--- src/rtl/uart_pkg.sv ---
// Shared definitions for the UART receive path: FSM state encoding,
// default frame geometry and a small elaboration-time helper.
package uart_pkg;

   typedef enum logic [1:0] {
      IDLE  = 2'b00,
      START = 2'b01,
      DATA  = 2'b10,
      STOP  = 2'b11
   } rx_state_t;

   localparam int DEF_OVERSAMPLE = 16;
   localparam int DEF_DATA_BITS  = 8;
   localparam int DEF_SB_TICKS   = 16;

   function automatic int max_int(input int a, input int b);
      return (a > b) ? a : b;
   endfunction

endpackage

--- src/rtl/sync_2ff.sv ---
// Multi-flop synchronizer for a single asynchronous input; resets to a
// configurable idle level so the downstream logic sees a quiet line.
module sync_2ff #(
   parameter logic RESET_VAL = 1'b1,
   parameter int   STAGES    = 2
) (
   input  logic i_clk,
   input  logic i_reset,
   input  logic i_d,
   output logic o_q
);

   logic [STAGES-1:0] sync_reg;

   always_ff @(posedge i_clk) begin
      if (i_reset) begin
         sync_reg <= {STAGES{RESET_VAL}};
      end else begin
         sync_reg <= {sync_reg[STAGES-2:0], i_d};
      end
   end

   assign o_q = sync_reg[STAGES-1];

endmodule

--- src/rtl/uart_rx.sv ---
// UART receiver: 16x oversampled, LSB-first 8N1 deserializer with a
// one-cycle done pulse and a coincident framing-error pulse.
module uart_rx
   import uart_pkg::*;
#(
   parameter int DATA_BITS  = DEF_DATA_BITS,
   parameter int SB_TICKS   = DEF_SB_TICKS,
   parameter int OVERSAMPLE = DEF_OVERSAMPLE
) (
   input  logic                 i_clk,
   input  logic                 i_reset,
   input  logic                 i_s_tick,
   input  logic                 i_rx,
   output logic                 o_rx_done,
   output logic [DATA_BITS-1:0] o_data,
   output logic                 o_frame_err
);

   localparam int SW = $clog2(max_int(OVERSAMPLE, SB_TICKS));
   localparam int NW = (DATA_BITS > 1) ? $clog2(DATA_BITS) : 1;

   localparam logic [SW-1:0] S_HALF = SW'(OVERSAMPLE / 2 - 1);
   localparam logic [SW-1:0] S_BIT  = SW'(OVERSAMPLE - 1);
   localparam logic [SW-1:0] S_STOP = SW'(SB_TICKS - 1);
   localparam logic [NW-1:0] N_LAST = NW'(DATA_BITS - 1);

   logic rx_s;

   rx_state_t            state_reg, state_next;
   logic [SW-1:0]        s_reg, s_next;
   logic [NW-1:0]        n_reg, n_next;
   logic [DATA_BITS-1:0] b_reg, b_next;
   logic [DATA_BITS-1:0] data_reg, data_next;
   logic                 done_reg, done_next;
   logic                 ferr_reg, ferr_next;

   sync_2ff #(
      .RESET_VAL (1'b1),
      .STAGES    (2)
   ) u_rx_sync (
      .i_clk   (i_clk),
      .i_reset (i_reset),
      .i_d     (i_rx),
      .o_q     (rx_s)
   );

   always_ff @(posedge i_clk) begin
      if (i_reset) begin
         state_reg <= IDLE;
         s_reg     <= '0;
         n_reg     <= '0;
         b_reg     <= '0;
         data_reg  <= '0;
         done_reg  <= 1'b0;
         ferr_reg  <= 1'b0;
      end else begin
         state_reg <= state_next;
         s_reg     <= s_next;
         n_reg     <= n_next;
         b_reg     <= b_next;
         data_reg  <= data_next;
         done_reg  <= done_next;
         ferr_reg  <= ferr_next;
      end
   end

   always_comb begin
      state_next = state_reg;
      s_next     = s_reg;
      n_next     = n_reg;
      b_next     = b_reg;
      data_next  = data_reg;
      done_next  = 1'b0;
      ferr_next  = 1'b0;

      case (state_reg)
         IDLE: begin
            // Start-bit detection does not wait for a tick.
            if (!rx_s) begin
               state_next = START;
               s_next     = '0;
            end
         end

         START: begin
            if (i_s_tick) begin
               if (s_reg == S_HALF) begin
                  // Mid-start-bit recheck rejects short low glitches.
                  if (!rx_s) begin
                     state_next = DATA;
                     s_next     = '0;
                     n_next     = '0;
                  end else begin
                     state_next = IDLE;
                  end
               end else begin
                  s_next = s_reg + 1'b1;
               end
            end
         end

         DATA: begin
            if (i_s_tick) begin
               if (s_reg == S_BIT) begin
                  s_next = '0;
                  b_next = {rx_s, b_reg[DATA_BITS-1:1]};
                  if (n_reg == N_LAST) begin
                     state_next = STOP;
                  end else begin
                     n_next = n_reg + 1'b1;
                  end
               end else begin
                  s_next = s_reg + 1'b1;
               end
            end
         end

         STOP: begin
            if (i_s_tick) begin
               if (s_reg == S_STOP) begin
                  // Data is delivered even when the stop bit is bad.
                  data_next  = b_reg;
                  done_next  = 1'b1;
                  ferr_next  = ~rx_s;
                  s_next     = '0;
                  state_next = IDLE;
               end else begin
                  s_next = s_reg + 1'b1;
               end
            end
         end

         default: begin
            state_next = IDLE;
         end
      endcase
   end

   assign o_rx_done   = done_reg;
   assign o_data      = data_reg;
   assign o_frame_err = ferr_reg;

endmodule

--- config.mk ---
export PLATFORM = sky130hd
export DESIGN_NAME = uart_rx
export DESIGN_NICKNAME = d
export VERILOG_FILES = /design/src/rtl/uart_pkg.sv /design/src/rtl/sync_2ff.sv /design/src/rtl/uart_rx.sv
export SDC_FILE = /design/constraint.sdc
export NUM_CORES = 1
export LEC_CHECK = 0
export CORE_MARGIN = 2
export CORE_UTILIZATION = 30
export CTS_CLUSTER_DIAMETER = 30
export DETAILED_ROUTE_END_ITERATION = 10
export PLACE_DENSITY = 0.47
export SLEW_MARGIN = 10
export SYNTH_ARGS = -nofsm -noshare
export SYNTH_HDL_FRONTEND = slang
export SYNTH_SLANG_ARGS = --single-unit
--- constraint.sdc ---
create_clock -name i_clk -period 2.3 [get_ports i_clk]
set_input_delay 0.23 -clock i_clk [delete_from_list [all_inputs] [get_ports i_clk]]
set_output_delay 0.23 -clock i_clk [all_outputs]
set_load 0.005 [all_outputs]
Word-level counts from Yosys, hierarchy flattened
Cells that the tools add are included.
{"block": "word_totals", "ff_bits": 29, "in_bits": 4, "out_inout_bits": 10, "elab_cells": 65}
{"block": "classes", "addsub": 2, "reduce_logical": 10, "muxes": 24, "n_eq_ne": 17, "bitwise_logic": 4}
{"op": "two-way mux 4 bit", "count": 5}
{"op": "inequality test 2 bit, second input constant", "count": 10}
{"op": "two-way mux 2 bit", "count": 9}
{"op": "two-way mux 3 bit", "count": 6}
{"op": "case mux 4 bit (3 select lines)", "count": 1}
{"op": "case mux 2 bit (4 select lines)", "count": 1}
{"op": "AND reduction 8 bit", "count": 1}
{"op": "AND reduction 7 bit", "count": 1}
{"op": "case mux 3 bit (2 select lines)", "count": 1}
{"op": "AND reduction 3 bit", "count": 2}
{"op": "adder 4 x 1 -> 4 bit, second input constant", "count": 1}
{"op": "equality test 2 bit, second input constant", "count": 2}
{"op": "equality test 4 x 3 -> 1 bit, second input constant", "count": 1}
{"op": "equality test 4 bit, second input constant", "count": 1}
{"op": "NOT 1 bit", "count": 4}
{"op": "OR reduction 4 bit", "count": 1}
{"op": "adder 3 x 1 -> 3 bit, second input constant", "count": 1}
{"op": "equality test 3 bit, second input constant", "count": 1}
{"op": "OR reduction 3 bit", "count": 1}
{"op": "equality test 2 x 1 -> 1 bit, second input constant", "count": 1}
{"op": "logical NOT 2 bit", "count": 1}
{"op": "inequality test 2 x 1 -> 1 bit, second input constant", "count": 1}
{"op": "AND reduction 2 bit", "count": 1}
{"op": "nonzero test 2 bit", "count": 1}
{"op": "2 further kinds", "count": 2}

Depth between registers and ports, before layout
{"block": "logic_depth", "depth_word": 5, "ltp_mapped": 6, "mapped_depth_nobuf": 5}

By module
Synthesis repeated with hierarchy kept, for this count alone.
{"block": "hier_totals", "cells_unflattened": 133, "hier_area_um2": 1258.7}
{"mod": "uart_rx", "cells_per_inst": 129, "area_each_um2": 1206.2, "seq_area_each_um2": 540.5, "instances": 1}
{"mod": "sync_2ff", "cells_per_inst": 4, "area_each_um2": 52.6, "seq_area_each_um2": 40.0, "instances": 1}

Worst setup path before layout
No wires, ideal clock.
{"block": "synth_path", "path_kind": "flip-flop to flip-flop", "startpoint": "register s_reg[0]", "endpoint": "register data_reg[0] (netlist: o_data[0])", "arrival_ns": 1.404, "slack_ns": 0.769, "synth_period_minus_slack_ns": 1.531, "path_buffers": 1, "t_required_ns": 2.172, "path_stages_with_launch": 7, "setup_ns": 0.128, "cell_sequence": "dfxtp_1 > ha_1 > nand4_4 > or3_1 > buf_6 > mux2i_1 > nor2_1"}
{"block": "synth_between", "elab_chain_cells": 2}
{"element": "start, declared", "line_no": "uart_rx.sv:30", "rtl": "logic [SW-1:0] s_reg, s_next;"}
{"element": "start signal, assigned", "line_no": "uart_rx.sv:58", "rtl": "s_reg <= s_next;"}
{"element": "equality test 4 bit", "line_no": "uart_rx.sv:120", "rtl": "if (s_reg == S_STOP) begin"}
{"element": "AND reduction 3 bit (no source line)"}
{"element": "end signal, assigned", "line_no": "uart_rx.sv:61", "rtl": "data_reg <= data_next;"}
{"element": "end, declared", "line_no": "uart_rx.sv:33", "rtl": "logic [DATA_BITS-1:0] data_reg, data_next;"}
Every way passes these cells.
A chain may end at the register's enable or synchronous reset.

Worst setup path in the final report
{"block": "layout_path", "startpoint": "register s_reg[0]", "endpoint": "register data_reg[1] (netlist: o_data[1])"}
The elaborated chain is that of the path after synthesis.

==> impl_metrics.json <==
{
  "coreArea_um2": 3940,
  "period_share": 0.793,
  "numCtsBuffers": 5,
  "synth_edf_count": 0,
  "cts_tree": "done",
  "syn_area_um2": 1220,
  "diodes": 0,
  "holdBufCountCts": 0,
  "wire_per_inst_um": 11.5,
  "yosysUniqueCellTypes": 37,
  "clk_path_buf_depth": 2,
  "tightest_slew_ns": 0.535,
  "grt_use_total": 0.107,
  "layout-drive-gt1-share": 0.131,
  "drt_pass1_iterations": 4,
  "syn-instance-count": 120,
  "place_inst": 179,
  "initial_utilization": 0.308,
  "layout_commonest_cell": "dfxtp_1",
  "routed_wl_mm": 2.15,
  "fin_cells": 187,
  "critPathLaunchType": "flip-flop",
  "slew_headroom": 0.643,
  "worst_ep_required_time_ns": 2.46,
  "yosysSeqAreaShare": 0.477,
  "grt_first_pass_wirelength_mm": 3.62,
  "power_mw": 1.08,
  "path_max_fanout": 10,
  "cap_violations": 0,
  "portBuffers": 13,
  "max_stage_delay_ns": 0.59,
  "grt_pass1_vias": 813,
  "reg2reg_from": "s_reg[0]$_SDFFE_PP0P_",
  "grt_max_degree": 18,
  "fin_worst_skew_ns": 0.00445,
  "critical_path_class": "reg2reg",
  "async_reset_ff_frac": 0,
  "ys_warn_count": 0,
  "mostFrequentLayoutCells": "dfxtp_1, nor2_1, mux2i_1",
  "cp.arrival_ns": 1.99,
  "status": "finished clean",
  "ys_seq_elements": 29,
  "viasPerCell": 4.72,
  "pre_cts_ws_ns": 0.396,
  "antenna_found_initial": 0,
  "cts_sinks": 29,
  "final.fill_count": 367,
  "hold_class": "reg2reg",
  "ctsRootBufferMaster": "clkbuf_8",
  "final_antenna_net_count": 0,
  "fp.dieW_um": 67.7,
  "slew_violations": 0,
  "p_per_area_nw_per_um2": 716,
  "overflow": 0,
  "max_clock_freq_mhz": 548,
  "r2r_slack_ns": 0.48,
  "rsz0062_at_grt": "false",
  "die_area_um2": 4580,
  "hold_viol": 0,
  "regToRegEndpoint": "o_data[1]$_SDFFE_PP0P_",
  "syn_to_final_growth_pct": 24.0,
  "clkLatencyLatePin_ns": 0.27,
  "hold_path.startpoint": "u_rx_sync.sync_reg[0]$_SDFF_PP1_",
  "die_y_um": 67.7,
  "holdPathStages": 1,
  "io_pins": 14,
  "min_to": "u_rx_sync.sync_reg[1]$_SDFF_PP1_",
  "finalHoldWorstSlack_ns": 0.412,
  "final_nets": 143,
  "drc": 0,
  "period_minus_slack_ns": 1.82,
  "setup_slack_ns": 0.475,
  "peakVddDrop_mv": 0.267,
  "dp_hpwl_mm": 1.55,
  "leakagePower_nw": 0.626,
  "rows": 23,
  "synth-main-ff-cell": "dfxtp_1",
  "cpMaxStageDelayCell": "or3_1",
  "gp_congestion": 0.752,
  "post_cts_buffers": 0,
  "avgSynthCellArea_um2": 10.1,
  "cts_resized": 0,
  "synth_fp_nets": 127,
  "totalNegativeSetupSlack_ns": 0,
  "reg2reg_depth": 5,
  "vias": 883,
  "cts.clk_slew.worst_paths_ns": 0.06,
  "drt_iter0_markers": 19,
  "worstSetupEndpointType": "flip-flop",
  "final-setup-viol-count": 0,
  "cp_cell_sequence": "ha_1 -> nand4_4 -> or3_1 -> mux2i_1 -> nor2_1",
  "htree_num_levels": 2
}
## kinds of logic (layout without fill, tap and decap cells)
kind of cell    after synthesis  after routing  synth area share
fa+ha+maj                     3              3            0.0309
simple gates                 42             42             0.192
buf+inv                      11             28            0.0422
flops                        29             29             0.477
mux                          19             19             0.158
xor+xnor                      2              2            0.0144
compound gates               14             14            0.0844
## worst max-delay path by stage
| stage | start | to |
|---|---|---|
| 2_1_floorplan | s_reg[0]$_SDFFE_PP0P_ | o_data[0]$_SDFFE_PP0P_ |
| 3_3_place_gp | i_s_tick | o_data[6]$_SDFFE_PP0P_ |
| 3_5_place_dp | i_s_tick | o_data[1]$_SDFFE_PP0P_ |
| 4_1_cts | s_reg[0]$_SDFFE_PP0P_ | o_data[1]$_SDFFE_PP0P_ |
| 5_1_grt | s_reg[1]$_SDFFE_PP0P_ | o_data[0]$_SDFFE_PP0P_ |
| 6_report | s_reg[0]$_SDFFE_PP0P_ | o_data[1]$_SDFFE_PP0P_ |
## per-layer routing
layer / part of all wire / GRT usage / vias up
li1: - / - / 448
met1: 0.47 / 0.118 / 415
met2: 0.46 / 0.180 / 15
met3: 0.050 / 0.0500 / 5
met4: 0.018 / 0.0383 / 0
met5: 0 / 0 / -
## cell type report
class                      count  area [µm²]  share of cell area
multi-input combinational     80         584               0.388
sequential                    29         581               0.385
timing repair buffer          15         145              0.0963
clock buffer                   7        86.3              0.0573
tap                           50        62.6              0.0415
clock inverter                 1        30.0              0.0199
inverter                       5        18.8              0.0124
## worst max-delay path, delay by kind of cell, from the launching register on
family | cells | cell delay, ns
flops | 1 | 0.36
mux | 1 | 0.24
fa+ha+maj | 1 | 0.31
simple gates | 3 | 0.80
## cells in the mapped netlist, types with 2 or more instances
library cell,n,area (µm²)
nor3b_1,2,15.0
nor2_1,23,86.3
or2_2,3,18.8
inv_1,5,18.8
buf_2,2,10.0
mux2_2,2,22.5
o21ai_0,2,10.0
mux2i_1,17,170
clkbuf_1,3,11.3
nor3_1,3,15.0
dfxtp_1,29,581
ha_1,3,37.5
a22o_1,2,17.5
## report_power, final
group / leakage [nW] / total, mW / internal (mW) / switching, mW
combinational: 0.333 / 0.0314 / 0.0140 / 0.0175
clock: 0.0585 / 0.538 / 0.353 / 0.185
sequential: 0.234 / 0.510 / 0.506 / 0.00478
total: 0.626 / 1.08 / 0.872 / 0.208
## stage by stage
| step | area (µm²) | util |
|---|---|---|
| finish | 1510 | 0.382 |
| global route | 1510 | 0.382 |
| CTS | 1510 | 0.382 |
| detailed placement | 1390 | 0.353 |
| global placement | 1390 | 0.353 |
| floorplan | 1220 | - |
No activity file was read; power rests on OpenSTA's default activity.
==> variant 1, RTL diff (config.mk and constraints unchanged) <==
The output `o_frame_err` loses its register stage (`ferr_reg` becomes a continuous assignment).
--- a/src/rtl/uart_rx.sv
+++ b/src/rtl/uart_rx.sv
@@ -52,7 +52,6 @@
          b_reg     <= '0;
          data_reg  <= '0;
          done_reg  <= 1'b0;
-         ferr_reg  <= 1'b0;
       end else begin
          state_reg <= state_next;
          s_reg     <= s_next;
@@ -60,9 +59,10 @@
          b_reg     <= b_next;
          data_reg  <= data_next;
          done_reg  <= done_next;
-         ferr_reg  <= ferr_next;
       end
    end
+
+   assign ferr_reg = ferr_next;
 
    always_comb begin
       state_next = state_reg;
Check against the original RTL: same outputs for any inputs over 10 cycles, from zero or initial values and one cycle with i_reset high; that may be too few to reach the edited logic, so the function may still have changed.
==> variant 1 against the unedited design <==
  * Synthesized area decreased by 0.31%
  * Largest cell class unchanged
  * Critical path type is now reg -> out
  * Setup slack worse by 0.30 ns
  * Power shrank 16%
  * Final area is 1.7% lower
  * Sequential cell count decreased by 1
  * Register-to-register slack better by 0.22 ns
  * Worst hold slack improved by 0.011 ns
  * Clock skew about the same
  * Wire length increased by 1.4%
==> variant 1: results (changes against the unedited design) <==
- DP HPWL: 1.55 mm (about the same)
- Slew margin rel.: 78.3% (+14 points)
- First-pass DRT Iterations: 4 (unchanged)
- Post-Syn Nets: 129 (+1.6%)
- Clock Pin Slew Worst Setup and Hold Paths: 0.09 ns (+0.03 ns)
- H-tree Lvls: 1 (-1)
- Setup bufs post-CTS: 0 (unchanged)
- Dpl ws: 0.259 ns (-0.136 ns)
- Vias per Instance: 4.65 (-1.4%)
- Ratio of cells with drive above 1 in the final layout: 13.8% (+0.63 points)
- Final Setup Violations: 0 (unchanged)
- Initial antenna violation count: 0 (unchanged)
- Root Buffer: clkbuf_8
- Pleak: 0.532 nW (-15%)
- Num CTS Buffers: 3 (-2)
- CP arrival: 1.90 ns (-0.09 ns)
- Worst hold path depth: 1 (unchanged)
- Critical Path Source: s_reg[0]
- Worst VDD drop: 431 uV (+62%)
- Ys Warns: 0 (unchanged)
- I/O Buffers: 13 (unchanged)
- Hold Path Class: reg -> reg
- Crit path largest cell delay: 0.51 ns (-0.08 ns)
- Worst hold start: u_rx_sync.sync_reg[0]
- Clock Skew: 0.00421 ns (-0.000237 ns)
- Crit-path max FO: 6 (-4)
- Post-synth top cells: dfxtp_1, nor2_1, mux2i_1
- Register-to-register setup slack: 0.70 ns (+0.22 ns)
- Post-synthesis sequential area ratio: 46.2% (-1.5 points)
- Number of DRC markers in iteration 0: 45 (+26)
- Nets: 146 (+2.1%)
- Aggregate routed wire length: 2.19 mm (+1.4%)
- Clock tree buffer depth: 2 (unchanged)
- F_max: 470 MHz (-14%)
- GPL Wtd Cong: 0.766 (+1.8%)
- Ranking of synthesized cells by area: dfxtp_1, mux2i_1, nor2_1
- Reg2reg start: n_reg[0]
- Ys async rst share: 0% (unchanged)
- Fillcell total: 388 (+5.7%)
- Crit-path slowest cell: clkdlybuf4s50_1
- Reg-to-reg endpoint: n_reg[2]
- First-pass GRT wire length: 3.73 mm (+3.2%)
- Global Route Usage Sum: 11.1% (+0.37 points)
- Top delay family on crit path: simple AND/OR/NAND/NOR gates
- Dpl cell area: 1400 um2 (+0.36%)
- Pin count of the biggest net entering global routing: 24 (+6)
- Vias in the first global route: 786 (-3.3%)
- Antenna Cells: 0 (unchanged)
- Status: completed
## variant 1: cell types whose count changed after synthesis, moves of 2 or more
cell	delta
inv_1	-2
nand2b_1	+2
a22o_1	-2
nor2b_1	+4
a32o_1	+2
buf_2	-2
nor3b_1	-2
mux2_2	-2
nor2_1	+2
buf_4	+3
clkbuf_1	-2
inv_2	+2
nor3_1	-3
## variant 1: where the power goes
part	switching, mW	internal, mW
sequential	0.00461	0.488
clock	0.151	0.233
combinational	0.0176	0.0145
## variant 1: metal layers
layer  vias to the layer above  global-route usage, %  wire length (um)
met4                         0                   3.83                17
met2                        13                   15.9               968
met3                         2                   4.17                93
li1                        461                      -                 -
met5                         -                      0                 0
met1                       399                   15.1              1110
## variant 1: how the worst max path moves through the flow
stage | slack [ns] | to | cells after the start
2_1_floorplan | 0.79 | o_frame_err | 5
3_3_place_gp | 0.28 | o_frame_err | 5
3_5_place_dp | 0.26 | o_frame_err | 5
4_1_cts | 0.03 | o_frame_err | 5
5_1_grt | 0.002 | o_frame_err | 5
6_report | 0.17 | o_frame_err | 5
## variant 1: worst register-to-register path, stage by stage (launching register included)
cell and delay [ns]:
dfxtp_1 0.33, ha_1 0.20, ha_1 0.22, nor4_1 0.27
o221ai_1 0.23, a32o_1 0.26
## variant 1: metrics by stage
step	utilization [%]	hold slack, ns	std cells
after floorplan	-	0.334	122
after global placement	35.4	0.393	184
after detailed placement	35.4	0.403	184
after CTS	37.3	0.432	188
after global routing	37.6	0.443	188
final	37.6	0.423	188
## variant 1: kinds of logic after synthesis
group	synth area share, %
AOI/OAI and AO/OA	11.9
xor gates and xnor gates	1.45
adders and majority gates	3.10
buffers and inverters	5.37
DFF	46.2
muxes	13.2
and+or+nand+nor	18.8
## variant 1: timing repair
action                                 in CTS  in global routing
setup endpoints to repair                   1                  1
resized for setup                           1                  3
endpoints found under the hold margin       0                  0
gates cloned                                0                  0
## variant 1: final cells by class
cell class | instances | area, um2 | share of cell area (%)
flip-flops and latches | 28 | 563 | 38.0
multi-input cells | 83 | 599 | 40.4
clock buffers | 3 | 41.3 | 2.78
well taps | 50 | 62.6 | 4.22
repair buffers | 18 | 168 | 11.3
clock inverters | 1 | 30.0 | 2.03
inverters | 5 | 18.8 | 1.27
==> variant 2, RTL diff (same flow settings) <==
Made on the original files. The package constant `DEF_OVERSAMPLE` goes from 16 to 32.
--- a/src/rtl/uart_pkg.sv
+++ b/src/rtl/uart_pkg.sv
@@ -9,7 +9,7 @@
       STOP  = 2'b11
    } rx_state_t;
 
-   localparam int DEF_OVERSAMPLE = 16;
+   localparam int DEF_OVERSAMPLE = 32;
    localparam int DEF_DATA_BITS  = 8;
    localparam int DEF_SB_TICKS   = 16;
 
Formal check against the unedited RTL: no difference found for any inputs over 10 cycles, from zero or initial values and one cycle with i_reset high; that may be too few to reach the edited logic, so the function may still have changed.
==> variant 2 against the unedited design <==
  * Synthesized cell count is 28% higher
  * Synthesized area is 12% higher
  * Setup slack worse by 0.22 ns
  * Sequential cell count is 1 higher
  * Combinational power is 10% higher
  * Final area is 3.7% higher
  * Wire length is 15% higher
  * Power is 12% lower
  * Critical path type unchanged
  * Largest power group is now sequential cells
==> variant 2: results (changes against the unedited design) <==
- Global Route Usage Sum: 11.1% (+0.34 points)
- Via count: 1,046 (+18%)
- Slew margin rel.: 70.3% (+6.0 points)
- Clock tree buffer depth: 2 (unchanged)
- Int Pwr: 0.741 mW (-15%)
- Ranking of synthesized cells by area: dfxtp_1, nand2_1, a21oi_1
- Synthesized area per cell: 8.93 um2 (-12%)
- Main synth FF type: dfxtp_1
- Clock Skew: 0.00382 ns (-0.000629 ns)
- Worst hold start: u_rx_sync.sync_reg[0]
- Post-synth top cells: nand2_1, dfxtp_1, a21oi_1
- Aggregate routed wire length: 2.48 mm (+15%)
- Crit Path Category: reg -> reg
- Post-CTS resize count: 0 (unchanged)
- Setup bufs post-CTS: 0 (unchanged)
- Ys Warns: 0 (unchanged)
- First-pass GRT wire length: 4.44 mm (+23%)
- Crit-path slowest cell: or3b_4
- Clock Pin Slew Worst Setup and Hold Paths: 0.06 ns (about the same)
- Pleak: 0.585 nW (-6.5%)
- H-tree Lvls: 2 (unchanged)
- Crit-path max FO: 5 (-5)
- Reg-to-reg endpoint: s_reg[2]
- CP arrival: 2.27 ns (+0.28 ns)
- Num CTS Buffers: 5 (unchanged)
- Drt wl/cell: 11.4 um (-1.1%)
- Worst VDD drop: 208 uV (-22%)
- Nets: 177 (+24%)
- Reg2Reg Depth: 7 (+2)
- First-pass DRT Iterations: 4 (unchanged)
- Reg2reg start: s_reg[0]
- Hold Path End: u_rx_sync.sync_reg[1]
- Status: completed
- Crit path largest cell delay: 0.41 ns (-0.18 ns)
- Register-to-register setup slack: 0.25 ns (-0.22 ns)
- Number of DRC markers in iteration 0: 59 (+40)
- GPL Wtd Cong: 0.743 (-1.2%)
- Post-Syn Nets: 164 (+29%)
- Pin count of the biggest net entering global routing: 22 (+4)
- DP HPWL: 1.75 mm (+13%)
- Ratio of cells with drive above 1 in the final layout: 10.8% (-2.3 points)
- Initial antenna violation count: 0 (unchanged)
- Post-synthesis sequential area ratio: 44.0% (-3.8 points)
- Post-Place Cells: 211 (+18%)
- Ys async rst share: 0% (unchanged)
- Hold Path Class: reg -> reg
==> variant 2: logic make-up after synthesis <==
kind of cell | after synthesis | synth area share, %
adder cells (fa/ha/maj) | 7 | 6.41
AO/OA/AOI/OAI | 35 | 15.8
AND/OR/NAND/NOR | 67 | 24.5
multiplexers | 2 | 1.47
XOR/XNOR | 1 | 0.641
flip-flops | 30 | 44.0
buffers and inverters | 11 | 7.23
==> variant 2: layout make-up <==
type / count / area [um2]
Fill cell: 466 / 2820
Multi-Input combinational cell: 112 / 667
Tap cell: 52 / 65.1
Timing Repair Buffer: 15 / 145
Inverter: 2 / 7.51
Clock buffer: 5 / 68.8
Clock inverter: 2 / 10.0
Sequential cell: 30 / 601
==> variant 2: stage by stage <==
| step | instance area (um2) | total power, mW | worst slack, ns | hold WS (ns) |
|---|---|---|---|---|
| after CTS | 1560 | 0.971 | 0.256 | 0.439 |
| after global placement | 1490 | 0.575 | 0.351 | 0.401 |
| after floorplan | 1370 | 0.571 | 0.438 | 0.334 |
| final | 1560 | 0.954 | 0.253 | 0.430 |
| after global routing | 1560 | 0.989 | 0.110 | 0.465 |
| after detailed placement | 1490 | 0.575 | 0.280 | 0.416 |
==> variant 2: power by group through the flow <==
stage	clock network [mW]	registers [mW]	logic, mW
after global routing	0.421	0.529	0.0387
after global placement	0	0.540	0.0346
after floorplan	0	0.537	0.0333
final	0.391	0.528	0.0346
after CTS	0.408	0.528	0.0351
after detailed placement	0	0.540	0.0349
==> variant 2: worst max-delay path by stage <==
stage | to | slack (ns) | cells after the start
finish | s_reg[2] | 0.25 | 7
global route | o_data[1] | 0.11 | 7
CTS | s_reg[2] | 0.26 | 7
detailed placement | s_reg[2] | 0.28 | 7
global placement | s_reg[2] | 0.35 | 7
floorplan | s_reg[2] | 0.44 | 7
==> variant 2: critical path: cells and delay by family (launching register included) <==
| kind | cells | cell delay [ns] |
|---|---|---|
| fa+ha+maj | 2 | 0.49 |
| simple gates | 3 | 0.88 |
| flops | 1 | 0.35 |
| compound gates | 2 | 0.29 |
==> variant 2: layer usage <==
| metal | part of all wire, % | GRT usage, % |
|---|---|---|
| met2 | 46 | 18.7 |
| met5 | 0 | 0 |
| met4 | 2.7 | 5.66 |
| met1 | 47 | 12.3 |
| met3 | 4.1 | 3.80 |
